<file path="config.mk">
export PLATFORM = sky130hd
export DESIGN_NAME = spi_slave_regmem
export DESIGN_NICKNAME = d
export VERILOG_FILES = /design/src/rtl/spi_slave_regmem.sv
export SDC_FILE = /design/constraint.sdc
export NUM_CORES = 1
export LEC_CHECK = 0
export ABC_AREA = 1
export BUFFER_PORTS_ARGS = -buffer_cell sky130_fd_sc_hd__buf_2
export CORE_MARGIN = 8
export CORE_UTILIZATION = 64
export DETAILED_ROUTE_END_ITERATION = 10
export GPL_TIMING_DRIVEN = 0
export MAX_ROUTING_LAYER = met4
export PLACE_DENSITY = 0.81
export SLEW_MARGIN = 10
export SYNTH_ARGS = -nofsm -noshare
export SYNTH_HDL_FRONTEND = slang
export SYNTH_SLANG_ARGS = --single-unit
</file>
<file path="constraint.sdc">
create_clock -name clk -period 15.8 [get_ports clk]
set_clock_uncertainty 0.15 [all_clocks]
set_input_delay 2.37 -clock clk [delete_from_list [all_inputs] [get_ports clk]]
set_output_delay 2.37 -clock clk [all_outputs]
set_load 0.01 [all_outputs]
</file>
<file path="src/rtl/spi_slave_regmem.sv">
// spi_slave_regmem
//   SPI slave register memory with configurable address/data width and depth.
//   The SPI pins are oversampled in the system clock domain. A frame is
//   RW | ADDR | DATA x N, MSB first. Bursts auto-increment the address and wrap
//   at DEPTH-1. Frame status is reported as single-cycle pulses.
// Ports
//   clk, rst              system clock, asynchronous active-high reset
//   cs_n, sclk, mosi      SPI pins from the master (asynchronous to clk)
//   miso, miso_oe         serial read data and its pad output enable
//   busy                  synchronised chip select is active
//   frame_done, err_short pulses: clean frame end / aborted frame
module spi_slave_regmem #(
  parameter int ADDR_W = 4,
  parameter int DATA_W = 8,
  parameter int DEPTH  = 16,
  parameter bit CPOL   = 1'b0
) (
  input  logic clk,
  input  logic rst,
  input  logic cs_n,
  input  logic sclk,
  input  logic mosi,
  output logic miso,
  output logic miso_oe,
  output logic busy,
  output logic frame_done,
  output logic err_short
);

  localparam int MAX_W = (ADDR_W > DATA_W) ? ADDR_W : DATA_W;
  localparam int CNT_W = $clog2(MAX_W + 1);
  localparam logic [CNT_W-1:0]  ADDR_LAST = CNT_W'(ADDR_W - 1);
  localparam logic [CNT_W-1:0]  DATA_LAST = CNT_W'(DATA_W - 1);
  localparam logic [ADDR_W-1:0] ADDR_TOP  = ADDR_W'(DEPTH - 1);
  localparam logic [ADDR_W:0]   DEPTH_X   = (ADDR_W + 1)'(DEPTH);

  typedef enum logic [1:0] {IDLE, CMD, ADDR, DATA} state_t;

  state_t state, state_n;

  logic [2:0]        cs_q;
  logic [2:0]        sclk_q;
  logic [1:0]        mosi_q;
  logic [CNT_W-1:0]  cnt;
  logic              rw;
  logic              words_done;
  logic [ADDR_W-1:0] addr;
  logic [DATA_W-1:0] rx_sh;
  logic [DATA_W-1:0] tx_sh;
  logic              miso_q;
  logic              done_c;
  logic              err_c;
  logic [DATA_W-1:0] mem [DEPTH];

  logic              cs_rise, cs_fall, sclk_rise, sclk_fall, mosi_s;
  logic [ADDR_W-1:0] addr_nx, addr_inc;
  logic [DATA_W-1:0] rx_nx;
  logic              addr_ok;

  // Bit 1 is the synchronised level, bit 2 the previous level for edge detection.
  // cs_n resets high so busy is low out of reset; sclk resets to its idle level
  // so no spurious edge is seen after reset.
  always_ff @(posedge clk or posedge rst) begin
    if (rst) begin
      cs_q   <= 3'b111;
      sclk_q <= {3{CPOL}};
      mosi_q <= 2'b00;
    end else begin
      cs_q   <= {cs_q[1:0], cs_n};
      sclk_q <= {sclk_q[1:0], sclk};
      mosi_q <= {mosi_q[0], mosi};
    end
  end

  assign cs_fall   =  cs_q[2] & ~cs_q[1];
  assign cs_rise   = ~cs_q[2] &  cs_q[1];
  assign sclk_rise = ~sclk_q[2] &  sclk_q[1];
  assign sclk_fall =  sclk_q[2] & ~sclk_q[1];
  assign mosi_s    = mosi_q[1];
  assign busy      = ~cs_q[1];

  assign addr_nx  = ADDR_W'({addr, mosi_s});
  assign rx_nx    = DATA_W'({rx_sh, mosi_s});
  assign addr_inc = (addr == ADDR_TOP) ? '0 : addr + ADDR_W'(1);
  assign addr_ok  = ({1'b0, addr} < DEPTH_X);

  function automatic logic [DATA_W-1:0] rd_word(input logic [ADDR_W-1:0] a);
    rd_word = ({1'b0, a} < DEPTH_X) ? mem[a] : '0;
  endfunction

  always_ff @(posedge clk or posedge rst) begin
    if (rst) state <= IDLE;
    else     state <= state_n;
  end

  // A chip-select release takes priority over any sclk edge in the same cycle,
  // so a word whose last bit coincides with it is never committed.
  always_comb begin
    state_n = state;
    done_c  = 1'b0;
    err_c   = 1'b0;
    if (cs_rise) begin
      state_n = IDLE;
      if (state == DATA && cnt == '0 && words_done) done_c = 1'b1;
      else if (state != IDLE)                         err_c  = 1'b1;
    end else begin
      case (state)
        IDLE:    if (cs_fall) state_n = CMD;
        CMD:     if (sclk_rise) state_n = ADDR;
        ADDR:    if (sclk_rise && cnt == ADDR_LAST) state_n = DATA;
        default: state_n = state;
      endcase
    end
  end

  // Falling edges are only acted on in the read data phase, which also makes
  // the leading falling edge of a CPOL=1 frame harmless.
  always_ff @(posedge clk or posedge rst) begin
    if (rst) begin
      cnt        <= '0;
      rw         <= 1'b0;
      words_done <= 1'b0;
      addr       <= '0;
      rx_sh      <= '0;
      tx_sh      <= '0;
      miso_q     <= 1'b0;
      frame_done <= 1'b0;
      err_short  <= 1'b0;
      for (int i = 0; i < DEPTH; i++) mem[i] <= '0;
    end else begin
      frame_done <= done_c;
      err_short  <= err_c;
      if (cs_rise) begin
        cnt <= '0;
      end else begin
        case (state)
          IDLE: begin
            if (cs_fall) begin
              cnt        <= '0;
              words_done <= 1'b0;
            end
          end
          CMD: begin
            if (sclk_rise) begin
              rw  <= mosi_s;
              cnt <= '0;
            end
          end
          ADDR: begin
            if (sclk_rise) begin
              addr <= addr_nx;
              if (cnt == ADDR_LAST) begin
                cnt <= '0;
                if (!rw) tx_sh <= rd_word(addr_nx);
              end else begin
                cnt <= cnt + CNT_W'(1);
              end
            end
          end
          default: begin
            if (sclk_rise) begin
              if (cnt == DATA_LAST) begin
                if (rw && addr_ok) mem[addr] <= rx_nx;
                addr       <= addr_inc;
                cnt        <= '0;
                words_done <= 1'b1;
                if (!rw) tx_sh <= rd_word(addr_inc);
              end else begin
                rx_sh <= rx_nx;
                cnt   <= cnt + CNT_W'(1);
              end
            end
            if (sclk_fall && !rw) begin
              miso_q <= tx_sh[DATA_W-1];
              tx_sh  <= {tx_sh[DATA_W-2:0], 1'b0};
            end
          end
        endcase
      end
      if (state != DATA) miso_q <= 1'b0;
    end
  end

  assign miso_oe = (state == DATA) && !rw;
  assign miso    = miso_oe ? miso_q : 1'b0;

endmodule
</file>
Yosys cells after proc, flatten, opt, wreduce, memory -nomap -nowiden
Index checks and enable logic that the tools add are counted.

word-level totals
  flip-flop bits (word level) = 166
  output and inout port bits = 5
  bits of input ports = 5

operators by class
  reduce and logical (&&, ||, !) cells = 30
  $add $sub $neg = 2
  equal/unequal tests = 18
  mux-type cells = 49
  bitwise gates (word level) = 16
  magnitude comparators = 4

operators by type and width
  operator             count
  $bwmux 128           1
  $mux 8               12
  $bmux 8 s4           2
  $mux 4               11
  $demux 8 s4          1
  $pmux 8 s2           1
  $reduce_and 4->1     4
  $ge 5x5->1 const B   3
  $not 4->5            3
  $mux 1               13
  $ne 3x3->1 const B   4
  $pmux 4 s3           1
  $reduce_bool 2->1    6
  $ne 2x2->1 const B   5
  $reduce_and 5->1     2
  $not 1->1            9
  $add 4x1->4 const B  2
  $mux 2               4
  $pmux 4 s2           1
  $reduce_and 8->1     1
  $logic_and 1x1->1    6
  $ne 2x1->1 const B   3
  $pmux 2 s3           1
  $reduce_and 3->1     2
  15 further kinds     21

Depth between registers and ports, before layout
Gate-level depths: netlist of the first run.

  depth in word-level cells = 11
  gate-level depth with buffers = 13
  mapped depth without buffers = 11

Least setup slack after synthesis of the first run
OpenSTA, ideal clock, no wires.

  path type = reg2out
  start = register state[0]
  end = output port miso
  required time = 13280 ps
  cell stages (with the launch flop) = 3
  path buffers = 0
  arrival = 862 ps
  slack = 12418 ps
  cell sequence = dfrtp_1 ha_1 and3_1

between the ends
  longest elaborated chain between the ends = 3

RTL lines
  element                 line  RTL
  from (decl)             39    state_t state, state_n;
  from (signal assigned)  93    else state <= state_n;
  $eq 2x2->1              184   assign miso_oe = (state == DATA) && !rw;
  $logic_and 1x1->1       184
  $mux 1                  185   assign miso = miso_oe ? miso_q : 1'b0;
  to (decl)               23    output logic miso,

Every way passes these cells.

Worst setup path after layout of the first run
  start = register addr[1]
  end = register tx_sh[1]

between the ends
  longest elaborated chain between the ends = 11
  elaborated cells between the ends (all ways) = 19
  those cells by class = add/sub: 1; eq/ne: 1; mux: 15; bitwise: 2

RTL lines
  element                                           line  RTL
  from (decl)                                       47    logic [ADDR_W-1:0] addr;
  from (signal assigned)                            151   addr <= addr_nx;
  from (signal assigned)                            164   addr <= addr_inc;
  $add 4x1->4 / $eq 4x4->1 (equally long branches)  84    assign addr_inc = (addr == ADDR_TOP) ? '0 : addr + ADDR_W'(1);
  $mux 4                                            84
  $not 4->5 (implied by the code)                   88    rd_word = ({1'b0, a} < DEPTH_X) ? mem[a] : '0;
  $bmux 8 s4                                        88
  $mux 8 (implied by the code) (2 in series)        88
  $mux 8                                            167   if (!rw) tx_sh <= rd_word(addr_inc);
  $mux 8                                            162   if (cnt == DATA_LAST) begin
  $mux 8                                            161   if (sclk_rise) begin
  $mux 8                                            173   if (sclk_fall && !rw) begin
  $pmux 8 s2 (*)                                    136   case (state)
  to (signal assigned)                              154   if (!rw) tx_sh <= rd_word(addr_nx);
  to (signal assigned)                              167
  to (signal assigned)                              175   tx_sh <= {tx_sh[DATA_W-2:0], 1'b0};
  to (decl)                                         49    logic [DATA_W-1:0] tx_sh;

Mark *: on every way between the ends. The rest lies on a longest branch, timed or not. The select of a mux whose other input is x is not followed.
A chain may end at the register's enable or synchronous reset.

==> results of run 1 <==
[cells by family (layout without fill, tap and decap cells)]
kind of cell | Yosys count | count (layout) | share of synthesized area, %
simple gates | 563 | 563 | 26.7
xor+xnor | 1 | 1 | 0.0917
compound gates | 286 | 286 | 16.4
buf+inv | 253 | 295 | 11.5
flops | 166 | 166 | 43.5
fa+ha+maj | 14 | 14 | 1.83
[sequential cells by signal (all words and copies together) (netlist names)]
signal / cells
state: 2
cnt: 4
addr: 4
frame_done: 1
mem: 128
tx_sh: 8
mosi_q: 2
miso_q: 1
words_done: 1
rx_sh: 7
cs_q: 3
err_short: 1
sclk_q: 3
rw: 1
[cells in the mapped netlist]
| cell | instances |
|---|---|
| nand2_1 | 268 |
| nand3_1 | 226 |
| inv_1 | 166 |
| dfrtp_1 | 163 |
| o21ai_1 | 108 |
| o21ai_0 | 71 |
| a21oi_1 | 60 |
| buf_2 | 32 |
| nor2_1 | 29 |
| clkbuf_1 | 28 |
| o211ai_1 | 22 |
| nand2_2 | 16 |
| o21ai_2 | 16 |
| ha_1 | 14 |
| buf_6 | 13 |
| buf_1 | 9 |
| and3_1 | 8 |
| nand3b_1 | 5 |
| nor2_4 | 5 |
| a31oi_1 | 3 |
| dfstp_2 | 3 |
| buf_4 | 2 |
| inv_2 | 2 |
| nor2_2 | 2 |
| o2111ai_1 | 2 |
| a211o_1 | 1 |
| a21oi_2 | 1 |
| clkinv_1 | 1 |
| nand2_4 | 1 |
| nand4_1 | 1 |
| nand4_4 | 1 |
| nor3_1 | 1 |
| o21bai_1 | 1 |
| o31ai_1 | 1 |
| xor2_1 | 1 |
[routing by layer]
layer  share of wire, %  vias to the layer above
li1                   -                     4286
met5                  0                        -
met3                 14                      189
met4                6.0                        0
met2                 43                      833
met1                 37                     4477
[metrics by stage]
step                power (uW)  setup WS [ns]  hold slack, ns
floorplan                  885           8.79           0.181
global placement          1090           7.29           0.183
detailed placement        1100          11.95           0.191
CTS                       1520          11.78           0.208
global route              1620          11.57           0.213
finish                    1560          11.68           0.210
[critical path, cell delays in order (launching register included)]
cell and delay [ns]:
dfrtp_1 0.39, buf_2 0.30, clkinv_1 0.45, clkbuf_1 0.48, ha_1 0.41, clkbuf_1 0.24, inv_1 0.20, buf_1 0.68
nand3_1 0.18, nand3_1 0.14, nand3_1 0.12, nand2_1 0.11, nand2_1 0.05, a21oi_1 0.15
[how the worst min path moves through the flow]
stage                         start         to  slack [ns]  depth (start not counted)
after floorplan           mosi_q[0]  mosi_q[1]        0.18                          0
after global placement    mosi_q[0]  mosi_q[1]        0.18                          0
after detailed placement  sclk_q[0]  sclk_q[1]        0.19                          0
after CTS                 sclk_q[0]  sclk_q[1]        0.21                          0
after global routing      sclk_q[0]  sclk_q[1]        0.21                          0
final                     sclk_q[0]  sclk_q[1]        0.21                          0
[report_power, final]
| group | switching [uW] | total (uW) | internal [uW] |
|---|---|---|---|
| registers | 19.8 | 468 | 448 |
| clock network | 200 | 432 | 232 |
| logic | 483 | 659 | 176 |
| total | 703 | 1560 | 857 |
[cell type report]
class | instances | area, um^2
Sequential cell | 166 | 4160
Timing Repair Buffer | 10 | 72.6
Inverter | 169 | 642
Multi-Input combinational cell | 864 | 4300
Clock inverter | 14 | 174
Fill cell | 1157 | 4060
Clock buffer | 18 | 439
Tap cell | 184 | 230
Buffer | 84 | 460
==> flow_summary_export.csv, run 1 <==
group,metric,value,unit
clock_network,clkTransAtPathRegs,0.07,ns
sta,hold_violations,0,
clock_network,clock_latency,0.44,ns
synth,ys_seq_area_share,43.5,%
final_layout,final_common_cell,"nand2_1",
die,dieArea,19100,um^2
placement,place_area,9860,um^2
final_layout,final_util,72.1,%
global_routing,antenna_found_initial,0,
placement,hpwl,25200,um
clock_network,cts_root_buf,"clkbuf_16",
clock_network,cts_buffers,17,
sta,rsz0062_at_grt,"false",
sta,tns,0,ns
drt,firstDrtPassIters,6,
global_routing,gr-total-overflow,0,
drt,wirelength,36300,um
synth,ys_warn_count,0,
die,die_h,138,um
synth,yosys_register_bits,166,
synth,synth_area_leader_cell,"dfrtp_1",
pwr,ir_worst_vdd,0.176,mV
worst_setup_path,arrival,4.33,ns
worst_setup_path,crit_fanout,11,
sta,slew_headroom,33.9,%
drt,post_drt_wl_per_cell,24.0,um
global_routing,grt_pass1_wl,55100,um
global_routing,grt_pass1_vias,9247,
clock_network,postCtsSetupBuffers,0,
pwr,pwr_density_cell,149,nW/um^2
drt,drc_errors,0,
global_routing,grt_max_degree,91,
drt,ant_nets,0,
placement,port_buffers,9,
die,num_rows,44,
worst_setup_path,worstSetupStartpointType,"register",
die,chipWidth,138,um
final_layout,stdcell_area,10500,um^2
clock_network,cts.sinks,166,
die,core,14500,um^2
worst_setup_path,r2r_cells,13,
drt,num_vias,9785,
outcome,status,"completed",
worst_setup_path,crit_path_end,"tx_sh[1]",
clock_network,ctsLongestPathBuffers,2,
final_layout,nets,1331,
global_routing,top_usage_layer,"met2",
placement,gp_congestion,1.10,
sta,drv_slew,0,
sta,tightestPinTransition,0.992,ns
clock_network,htreeDepth,4,
final_layout,n_antenna_cell,0,
sta,max_clock_freq,243,MHz
clock_network,ctsHoldBuffers,0,
synth,syn_area_per_cell,7.45,um^2
worst_setup_path,crit_type,"register to register",
global_routing,gr-usage-all-layers,38.6,%
worst_setup_path,end_kind,"register",
clock_network,cts_tree,"yes",
global_routing,use_met3,12.5,%
sta,fin_crit,4.12,ns
final_layout,final_cells,1509,
final_layout,final_cell_mix,"268 x nand2_1, 226 x nand3_1, 165 x inv_1",
synth,netlist_instances,1283,
synth,synthTopCellsByArea,"dfrtp_1 43%, nand3_1 12%, nand2_1 11%",
final_layout,layout-drive-gt1-share,10.3,%
clock_network,cts_resized,0,
global_routing,globalRouteMet1Util,47.3,%
job,max_cap_viol_count,0,
worst_setup_path,required,16.01,ns
worst_setup_path,worstReg2RegEnd,"tx_sh[1]",
synth,syn_area,9550,um^2
synth,yosysTopAreaCellShare,42.7,%
worst_setup_path,r2r_start,"addr[1]",
worst_setup_path,cp-startpoint,"addr[1]",
worst_setup_path,ff2ff_setup_slack,11.68,ns
die,initial_core_util,65.7,%
die,io_pins,10,
hold_path,min_path_type,"register to register",
sta,period_share,26.1,%
sta,setup_viol,0,
global_routing,use_met2,55.6,%
final_layout,syn2layout_area_growth,9.67,%
pwr,p_leak,0.00474,uW
synth,syn_nets,1302,
drt,via_per_inst,6.48,
drt,drt_iter0_drc,1866,
placement,dp.cells,1477,
synth,synth.distinct_cells,35,
(Power assumes the default switching activity.)
==> run 2, diff against run 1 <==
--- a/config.mk
+++ b/config.mk
@@ -5,7 +5,7 @@
 export SDC_FILE = /design/constraint.sdc
 export NUM_CORES = 1
 export LEC_CHECK = 0
-export ABC_AREA = 1
+export ABC_AREA = 0
 export BUFFER_PORTS_ARGS = -buffer_cell sky130_fd_sc_hd__buf_2
 export CORE_MARGIN = 8
 export CORE_UTILIZATION = 64
==> constraint.sdc (replaced) <==
create_clock -name clk -period 3.8 [get_ports clk]
set_clock_uncertainty 0.15 [all_clocks]
set_input_delay 0.57 -clock clk [delete_from_list [all_inputs] [get_ports clk]]
set_output_delay 0.57 -clock clk [all_outputs]
set_load 0.01 [all_outputs]
==> run 2 against run 1 <==
  * Sequential share of layout area is 2.4 points higher
  * Non-clock buffer count is 42 lower
  * Sequential cell count stayed put
  * Via count is 36% lower
  * Critical endpoint is now tx_sh[2]
  * Combinational power is 100% higher
  * Worst setup slack worse by 11 ns
  * Design area is 5.7% lower
  * Largest power group is now sequential cells
  * Critical path depth is 2 lower
  * Register-to-register slack worse by 11 ns
  * Die area is 6.2% lower
  * Clock-buffer cell count stayed put
==> flow_summary_export.csv, run 2 <==
group,metric,value,unit
worst_setup_path,cp-startpoint,"addr[0]",
clock_network,cts_root_buf,"clkbuf_16",
worst_setup_path,crit_type,"register to register",
synth,synth.area.mux_share,33.3,%
sta,drv_slew,0,
final_layout,final_common_cell,"dfrtp_1",
pwr,p_leak,0.00437,uW
sta,rsz0062_at_grt,"false",
synth,synth-compound-area-share,8.30,%
sta,slew_headroom,18.8,%
final_layout,top_register,"mem",
sta,setup_viol,0,
worst_setup_path,ff2ff_setup_slack,0.25,ns
final_layout,syn2layout_area_growth,11.3,%
global_routing,grt_pass1_vias,6549,
final_layout,n_antenna_cell,0,
die,die_h,134,um
worst_setup_path,end_kind,"register",
clock_network,cts_buffers,17,
clock_network,ctsLongestPathBuffers,2,
sta,hold_violations,0,
drt,drc_errors,0,
worst_setup_path,required,3.97,ns
sta,fin_crit,3.55,ns
job,max_cap_viol_count,0,
sta,period_share,93.3,%
final_layout,reg.largest.list,"mem: 128 flops, tx_sh: 8 flops, rx_sh: 7 flops",
final_layout,final_cell_mix,"163 x dfrtp_1, 141 x mux2_2, 50 x mux4_2",
die,num_rows,43,
global_routing,antenna_found_initial,0,
synth,yosysTopAreaCellShare,45.9,%
clock_network,htreeDepth,4,
sta,hold_ws,0.0173,ns
synth,synth-edff-count,0,
synth,postSynth.asyncResetShare,100,%
placement,place_area,9250,um^2
synth,synth_top_family_by_area,"multiplexers",
synth,dominantRegCellSynth,"dfrtp_1",
worst_setup_path,r2r_cells,11,
worst_setup_path,crit_family,"buffers and inverters",
die,io_pins,10,
placement,hpwl,16600,um
drt,met2_length,11800,um
drt,post_drt_wl_per_cell,27.0,um
die,core,13700,um^2
synth,synth-xor-area-share,0.465,%
drt,drt_iter0_drc,667,
clock_network,cts_tree,"yes",
pwr,pwr_density_cell,523,nW/um^2
die,chipWidth,134,um
placement,gp_congestion,0.973,
final_layout,final_cells,888,
worst_setup_path,crit_fanout,10,
synth,netlist_top_cells_count,"163 x dfrtp_1, 141 x mux2_2, 50 x mux4_2",
worst_setup_path,crit_path_top_delay_cell,"clkbuf_2",
worst_setup_path,worstSetupStartpointType,"register",
drt,met1_length,9580,um
worst_setup_path,cp_num_buf_inv,5,
worst_setup_path,crit_path_end,"tx_sh[2]",
clock_network,ctsHoldBuffers,0,
worst_setup_path,cp_cell_sequence,"buf_4 -> buf_2 -> inv_1 -> ha_1 -> buf_1 -> clkbuf_2 -> a21oi_1 -> o21a_1 -> o21ai_0 -> o2111ai_1 -> o32a_1",
global_routing,grt_pass1_wl,37900,um
global_routing,gr-total-overflow,0,
synth,yosysMostFrequentCell,"dfrtp_1",
hold_path,min_path_type,"input port to async pin",
clock_network,cts.sinks,166,
synth,synthAdderAreaFrac,1.97,%
global_routing,gr-usage-all-layers,29.1,%
outcome,status,"completed",
synth,ys_seq_area_share,46.8,%
sta,tightestPinTransition,1.22,ns
synth,synth.distinct_cells,63,
sta,tns,0,ns
worst_setup_path,worstReg2RegEnd,"tx_sh[2]",
drt,via_per_inst,7.05,
global_routing,grt_max_degree,41,
clock_network,clkTransAtPathRegs,0.07,ns
synth,syn_area_per_cell,13.4,um^2
pwr,ir_worst_vdd,0.418,mV
synth,ys_warn_count,0,
die,initial_core_util,64.7,%
die,dieArea,17900,um^2
final_layout,layout-drive-gt1-share,40.7,%
sta,max_clock_freq,282,MHz
drt,num_vias,6261,
synth,synth-simple-area-share,6.58,%
placement,dp.cells,856,
placement,port_buffers,9,
clock_network,clock_latency,0.44,ns
final_layout,stdcell_area,9880,um^2
drt,firstDrtPassIters,7,
worst_setup_path,arrival,3.72,ns
worst_setup_path,r2r_start,"addr[0]",
drt,wirelength,24000,um
synth,synthTopCellsByArea,"dfrtp_1 46%, mux2_2 18%, mux4_2 13%",
worst_setup_path,slowest_delay,0.41,ns
drt,dr_wl_met3,1560,um
drt,top_layer,"met4",
synth,yosys_register_bits,166,
synth,synth_area_leader_cell,"dfrtp_1",
worst_setup_path,path_depth,11,
final_layout,largest_reg_flops,128,
synth,syn_area,8880,um^2
drt,ant_nets,0,
synth,netlist_instances,662,
final_layout,nets,714,
synth,syn_nets,681,
## run 2: cell types whose count changed in the layout (fill, tap and decap cells not counted), sizes merged, moves of 50 or more
cell   delta
nand3   -217
o21ai   -179
mux4     +50
nand2   -255
mux2    +141
inv     -159
## run 2: metrics by stage
stage / power (uW) / worst slack [ns] / utilization [%]
floorplan: 2880 / 0.970 / -
global placement: 3250 / 0.0815 / 66.7
detailed placement: 3310 / 0.106 / 67.4
CTS: 5150 / 0.0851 / 72.0
global route: 5350 / 0.164 / 72.0
finish: 5170 / 0.254 / 72.0
## run 2: how the worst min path moves through the flow
stage | endpoint | depth (start not counted)
2_1_floorplan | mosi_q[1] | 0
3_3_place_gp | mosi_q[1] | 0
3_5_place_dp | sclk_q[1] | 0
4_1_cts | mem[17] | 2
5_1_grt | mem[17] | 2
6_report | mem[17] | 2
## run 2: timing repair
item,in CTS,in global routing
setup endpoints to repair,0,5
buffers inserted,0,0
gates resized for setup,0,4
## run 2: metal layers
metal	vias up	track usage [%]
met4	0	13.3
met1	3274	35.8
met2	309	45.6
met3	74	6.17
li1	2604	-
met5	-	-
## run 2: area by class of cell
type | count | area, um^2
plain buffers | 38 | 176
clock buffers | 18 | 429
clock inverters | 14 | 199
fillers | 897 | 3840
inverters | 15 | 60.1
multi-input cells | 443 | 4500
flip-flops and latches | 166 | 4160
well taps | 180 | 225
repair buffers | 14 | 133
## run 2: worst reg2reg max path: stages (launching register included)
cell	delay, ns
dfrtp_1	0.39
buf_4	0.23
buf_2	0.34
inv_1	0.21
ha_1	0.33
buf_1	0.39
clkbuf_2	0.42
a21oi_1	0.10
o21a_1	0.14
o21ai_0	0.22
o2111ai_1	0.14
o32a_1	0.36
## run 2: report_power, final
part | internal [uW] | leakage (uW) | switching (uW) | total [uW]
registers | 1860 | 0.00227 | 122 | 1980
clock network | 1110 | 0.000294 | 736 | 1840
logic | 476 | 0.00181 | 867 | 1340
total | 3440 | 0.00437 | 1730 | 5170
## run 2: cells by family (layout without fill, tap and decap cells)
kind of cell / after synthesis / count (layout)
buf+inv: 53 / 99
simple gates: 109 / 109
fa+ha+maj: 14 / 14
mux: 215 / 215
flops: 166 / 166
xor+xnor: 3 / 3
compound gates: 102 / 102
